==> src/rtl/lfsr_pkg.sv <==
// Shared constants and FSM encoding for the LFSR random-bit generator.
package lfsr_pkg;

    localparam int unsigned DEF_WIDTH = 16;
    localparam logic [15:0] DEF_TAPS  = 16'h002D;
    localparam logic [15:0] DEF_SEED  = 16'hECEB;

    typedef enum logic [1:0] {
        ST_IDLE = 2'd0,
        ST_RUN  = 2'd1,
        ST_HOLD = 2'd2
    } state_e;

endpackage

==> src/rtl/lfsr_core.sv <==
// Fibonacci LFSR register: shifts right, feedback XOR of tapped bits enters the MSB.
module lfsr_core
    import lfsr_pkg::*;
#(
    parameter int unsigned      WIDTH = DEF_WIDTH,
    parameter logic [WIDTH-1:0] TAPS  = WIDTH'(DEF_TAPS),
    parameter logic [WIDTH-1:0] SEED  = WIDTH'(DEF_SEED)
) (
    input  logic             clk,
    input  logic             rst,
    input  logic             step_i,
    input  logic             load_i,
    input  logic [WIDTH-1:0] load_val_i,
    output logic [WIDTH-1:0] state_o,
    output logic [WIDTH-1:0] next_o,
    output logic             bit_o
);

    logic [WIDTH-1:0] state_q, state_d;

    // next_o is exposed so the parent can spot a return to the start value
    assign next_o = {^(state_q & TAPS), state_q[WIDTH-1:1]};

    always_comb begin
        state_d = state_q;
        if (load_i)
            state_d = load_val_i;
        else if (step_i)
            state_d = next_o;
    end

    always_ff @(posedge clk or posedge rst) begin
        if (rst)
            state_q <= SEED;
        else
            state_q <= state_d;
    end

    assign state_o = state_q;
    assign bit_o   = state_q[0];

endmodule

==> src/rtl/lfsr_gen.sv <==
// Request/response wrapper: collects OUT_W LFSR bits per request and holds them
// until the consumer takes them; also flags zero loads and full-period wrap.
module lfsr_gen
    import lfsr_pkg::*;
#(
    parameter int unsigned      WIDTH = DEF_WIDTH,
    parameter logic [WIDTH-1:0] TAPS  = WIDTH'(DEF_TAPS),
    parameter logic [WIDTH-1:0] SEED  = WIDTH'(DEF_SEED),
    parameter int unsigned      OUT_W = 8
) (
    input  logic             clk,
    input  logic             rst,
    input  logic             load,
    input  logic [WIDTH-1:0] load_val,
    input  logic             req,
    output logic             req_ready,
    output logic             out_valid,
    input  logic             out_ready,
    output logic [OUT_W-1:0] out_bits,
    output logic [WIDTH-1:0] shift_reg,
    output logic             load_err,
    output logic             period_done
);

    localparam int unsigned IDX_W = (OUT_W > 1) ? $clog2(OUT_W) : 1;

    state_e           st_q, st_d;
    logic [IDX_W-1:0] idx_q, idx_d;
    logic [OUT_W-1:0] bits_q, bits_d;
    logic [WIDTH-1:0] start_q, start_d;
    logic             err_q, err_d;
    logic             pdone_q, pdone_d;

    logic             load_en, step, core_bit;
    logic [WIDTH-1:0] load_eff, core_state, core_next;

    // A zero load would lock the LFSR, so it falls back to SEED
    assign load_en  = (st_q == ST_IDLE) && load;
    assign load_eff = (load_val == '0) ? SEED : load_val;
    assign step     = (st_q == ST_RUN);

    lfsr_core #(
        .WIDTH (WIDTH),
        .TAPS  (TAPS),
        .SEED  (SEED)
    ) u_core (
        .clk        (clk),
        .rst        (rst),
        .step_i     (step),
        .load_i     (load_en),
        .load_val_i (load_eff),
        .state_o    (core_state),
        .next_o     (core_next),
        .bit_o      (core_bit)
    );

    always_comb begin
        st_d    = st_q;
        idx_d   = idx_q;
        bits_d  = bits_q;
        start_d = start_q;
        err_d   = load_en && (load_val == '0);
        pdone_d = step && (core_next == start_q);
        case (st_q)
            ST_IDLE: begin
                if (load)
                    start_d = load_eff;
                else if (req) begin
                    st_d  = ST_RUN;
                    idx_d = '0;
                end
            end
            ST_RUN: begin
                for (int i = 0; i < OUT_W; i++)
                    if (idx_q == IDX_W'(i))
                        bits_d[i] = core_bit;
                if (idx_q == IDX_W'(OUT_W - 1))
                    st_d = ST_HOLD;
                else
                    idx_d = idx_q + 1'b1;
            end
            ST_HOLD: begin
                if (out_ready)
                    st_d = ST_IDLE;
            end
            default: st_d = ST_IDLE;
        endcase
    end

    always_ff @(posedge clk or posedge rst) begin
        if (rst) begin
            st_q    <= ST_IDLE;
            idx_q   <= '0;
            bits_q  <= '0;
            start_q <= SEED;
            err_q   <= 1'b0;
            pdone_q <= 1'b0;
        end else begin
            st_q    <= st_d;
            idx_q   <= idx_d;
            bits_q  <= bits_d;
            start_q <= start_d;
            err_q   <= err_d;
            pdone_q <= pdone_d;
        end
    end

    assign req_ready   = (st_q == ST_IDLE) && !load;
    assign out_valid   = (st_q == ST_HOLD);
    assign out_bits    = bits_q;
    assign shift_reg   = core_state;
    assign load_err    = err_q;
    assign period_done = pdone_q;

endmodule

==> config.mk <==
export PLATFORM = sky130hd
export DESIGN_NAME = lfsr_gen
export DESIGN_NICKNAME = d
export VERILOG_FILES = /design/src/rtl/lfsr_pkg.sv /design/src/rtl/lfsr_core.sv /design/src/rtl/lfsr_gen.sv
export SDC_FILE = /design/constraint.sdc
export NUM_CORES = 1
export LEC_CHECK = 0
export ABC_CLOCK_PERIOD_IN_PS = 2380
export CORE_ASPECT_RATIO = 0.5
export CORE_UTILIZATION = 40
export CTS_BUF_LIST = sky130_fd_sc_hd__clkbuf_8 sky130_fd_sc_hd__clkbuf_16
export CTS_CLUSTER_SIZE = 8
export DETAILED_ROUTE_END_ITERATION = 6
export PLACE_DENSITY_LB_ADDON = 0.1
export SLEW_MARGIN = 30
export SYNTH_ARGS = -nofsm -noshare
export SYNTH_HDL_FRONTEND = slang
export SYNTH_SLANG_ARGS = --single-unit
==> constraint.sdc <==
create_clock -name clk -period 2.38 [get_ports clk]
set_clock_uncertainty 0.15 [all_clocks]
set_input_delay 0.714 -clock clk [delete_from_list [all_inputs] [get_ports clk]]
set_output_delay 0.714 -clock clk [all_outputs]
set_load 0.1 [all_outputs]
Word level (Yosys, flattened, before mapping). Index checks and enable logic that the tools add are counted. Widths: inputs -> output; s select.

Bits of input ports: 21. Output and inout port bits: 28. Flip-flop bits (word level): 47. Logic and storage cells: 64.

Eq/ne operators: 15. Reductions and logical operators: 22. Add/subtract/negate cells: 1. Multiplexer cells: 12.

Operators by type and width (count): $mux 16 (3); $reduce_and 2->1 (9); $eq 16x16->1 (1); $logic_not 16->1 (1); $reduce_xor 16->1 (1); $eq 3x3->1 const B (4); $mux 3 (3); $mux 2 (4); $reduce_and 4->1 (2); $eq 3x2->1 const B (2); $ne 2x2->1 const B (3); $pmux 2 s3 (1); $pmux 3 s2 (1); $logic_and 1x1->1 (4); $ne 2x1->1 const B (2); $reduce_bool 2->1 (2); $add 3x1->3 const B (1); $eq 3x1->1 const B (1); $logic_not 3->1 (1); $eq 2x1->1 const B (1); $eq 2x2->1 const B (1); $logic_not 2->1 (1); $logic_not 1->1 (1).

Logic depth before layout (Yosys ltp).
Depth after elaboration: 3. Gate-level depth with buffers: 5. Mapped depth without buffers: 5.

Cells and area by module. Synthesis repeated with hierarchy kept, for this count alone.

Cells, all modules: 226. Area, all modules: 2581.2 um2.

By module, submodules not included: lfsr_gen (cells each 135, seq. area each 789.5 um2, times used 1, area each 1677.9 um2); lfsr_core (cells each 91, seq. area each 414.1 um2, times used 1, area each 903.4 um2).

Worst setup path after synthesis. OpenSTA, ideal clock, no wires.

Path kind: input to output. Start: input port load. End: output port req_ready. Slack: -1.325 ns. Cell stages on the path: 1. Required time: 1.516 ns. Data arrival time: 2.841 ns. Path buffers: 0. Cells stage by stage: nor3_1.

Word-level cells in the longest chain between the ends: 2.

Ends and longest elaborated chain: start, declared (line lfsr_gen.sv:13) `input logic load,`; $logic_not 1->1 (line lfsr_gen.sv:108) `assign req_ready = (st_q == ST_IDLE) && !load;`; $logic_and 1x1->1 (line lfsr_gen.sv:108); end, declared (line lfsr_gen.sv:16) `output logic req_ready,`.

No other way between the ends.

Final worst setup path. Same ends and word-level chain as after synthesis.

==> out/metrics.cfg <==
[clock_network]
cts_made_buffers = 5
cts.clk_slew.worst_paths_ns = 0.06
htreeDepth = 2
cts_buffer_depth = 2
clock_latency_ns = 0.29
clock-root-buffer = clkbuf_16
clkSinkCount = 47
cts_tree = built

[route]
viasPerCell = 5.058
drt_iter0_drc = 52
dr_total_vias = 1730
wl_per_cell_microns = 15.93
drt_first_pass_iters = 4
routed_wl_mm = 5.449
antenna_left = 0
drc_errors = 0

[die]
core_sq_um = 5515
rows = 19
die-area_sq_um = 6085
start_util_pct = 41.76
die_y_microns = 55.66
die_x_microns = 109.3
io_pins = 49

[grt]
grt_antenna_before_repair = 0
grt_remaining_overflow = 0
grt_pass1_vias = 1755
gr-usage-all-layers_pct = 19.74
grt_max_degree = 48
grt_pass1_wl_mm = 8.928

[critical_path]
end_kind = primary output
max_stage_delay_ns = 0.28
required_ns = 1.52
crit_slowest_cell = dlygate4sd2_1
cp_cell_sequence = dlygate4sd2_1, nor3_4, buf_12
cp-start-kind = primary input
path_max_fanout = 3
worstPathArrival_ns = 1.44
criticalPathCategory = in -> out

[yosys]
synth_top_area_share_pct = 27.16
synthArstFlopShare_pct = 100.0
avgSynthCellArea_sq_um = 11.63
synth_ff_type = dfrtp_1
yosysMostFrequentCell = nand2_1
synth_cells = 198
synth_seq_area_share_pct = 52.25
synth_nets = 225
synth_warnings = 0
syn_area_sq_um = 2303
synth_seq_cells = 47
synth-edff-count = 0
yosys-top-cells-count = nand2_1 (33), dfrtp_1 (25), dfstp_2 (22)
yosys.area.top_type = dfrtp_1
synthTopCellsByArea = dfrtp_1 (27%), dfstp_2 (25%), xor2_1 (6.5%)
ys_types = 31

[final_layout]
utilization_pct = 61.37
area_growth_pct = 46.93
nets = 295
fillers = 447
insertedDiodeCount = 0
drive_above_1_share_pct = 34.94

[run_status]
status = finished, final reports clean

[job]
cap_violations = 0

[place]
dp_hpwl_mm = 3.826
port_buffers = 48
globalplace.congestion = 0.7839

[sta]
finalSetupViolCount = 0
timing.final.max_slew_violations = 0
final.period_utilization_pct = 96.77
tightest_slew_ns = 0.5280
rsz0062_at_grt = no
fin_crit_ns = 2.303
timing.fmax_ghz = 0.4342
slew_headroom_pct = 64.80
whs_ns = 0.3412
timing.setup.tns_ns = 0
hold_violations = 0

[min_path]
min_path_type = reg -> reg

layer usage:
layer	GRT usage, %	wire, microns
met5	0	0
met4	6.286	62
met3	4.801	202
met2	29.02	2465
met1	28.59	2718
critical path: cells and delay by family:
kind | cells | cell delay [ns]
buf+inv | 2 | 0.48
simple gates | 1 | 0.24
path summary, 6_finish.rpt:
kind,start,to,slack (ns),cells after the start
max,load,req_ready,0.08,3
min,out_bits[0]$_DFFE_PP0P_,out_bits[0]$_DFFE_PP0P_,0.34,1
max reg2reg,st_q[1]$_DFFE_PP0P_,period_done$_DFF_PP0_,0.54,4
min reg2reg,out_bits[0]$_DFFE_PP0P_,out_bits[0]$_DFFE_PP0P_,0.34,1
max in group asynchronous,rst,u_core.state_o[6]$_DFFE_PP1P_,1.18,3
min in group asynchronous,rst,period_done$_DFF_PP0_,0.63,3
logic make-up after synthesis:
group	after synthesis	share of synthesized area, %
simple gates	64	12.87
flops	47	52.25
compound gates	27	11.30
mux	20	9.234
xor+xnor	19	7.224
buf+inv	15	3.856
fa+ha+maj	6	3.259
area by class of cell:
type | instances | area, sq um | area share, %
flip-flops and latches | 47 | 1204 | 35.56
repair buffers | 73 | 884.6 | 26.14
inverters | 5 | 18.77 | 0.5545
clock inverters | 1 | 3.754 | 0.1109
well taps | 73 | 91.34 | 2.699
multi-input cells | 136 | 1030 | 30.43
clock buffers | 7 | 152.6 | 4.510
through the flow:
| stage | std cells | worst slack, ns | area (sq um) |
|---|---|---|---|
| 6_report | 342 | 0.07698 | 3385 |
| 3_5_place_dp | 333 | -0.1018 | 3222 |
| 5_1_grt | 342 | 0.02487 | 3385 |
| 4_1_cts | 342 | 0.06879 | 3385 |
| 3_3_place_gp | 333 | -0.04875 | 3222 |
| 2_1_floorplan | 198 | 0.03856 | 2317 |
repair_timing:
item                                    in CTS  in global routing
buffers inserted                             1                  0
gates resized for setup                      1                  0
hold buffers                                 0                  0
endpoints found under the setup margin       1                  0
cell usage in the layout, fill, tap and decap left out, types with 2 or more instances in the layout:
cell type,Yosys,layout
o22a_1,10,10
nand2_1,33,33
a2bb2oi_2,5,5
nand2b_1,3,3
nand4_1,2,2
buf_4,3,30
ha_1,6,6
inv_1,5,5
xor2_1,17,17
xnor2_1,2,2
dfstp_2,22,22
clkdlybuf4s50_1,0,19
dfrtp_1,25,25
mux2_1,9,9
nor4_1,8,8
clkbuf_8,0,2
nor2_1,5,5
a2bb2oi_1,5,5
buf_12,0,23
mux2i_1,10,10
clkbuf_16,0,5
a22oi_1,2,2
nand3_1,6,6
nor2_2,2,2
state kept, by name, indices dropped and copies added (netlist names):
register        count
start_q            16
out_bits            8
idx_q               3
u_core.state_o     16
period_done         1
st_q                2
load_err            1
Power is not shown: default switching activity piles up to over one toggle a cycle in this logic, so the estimate is an artifact.
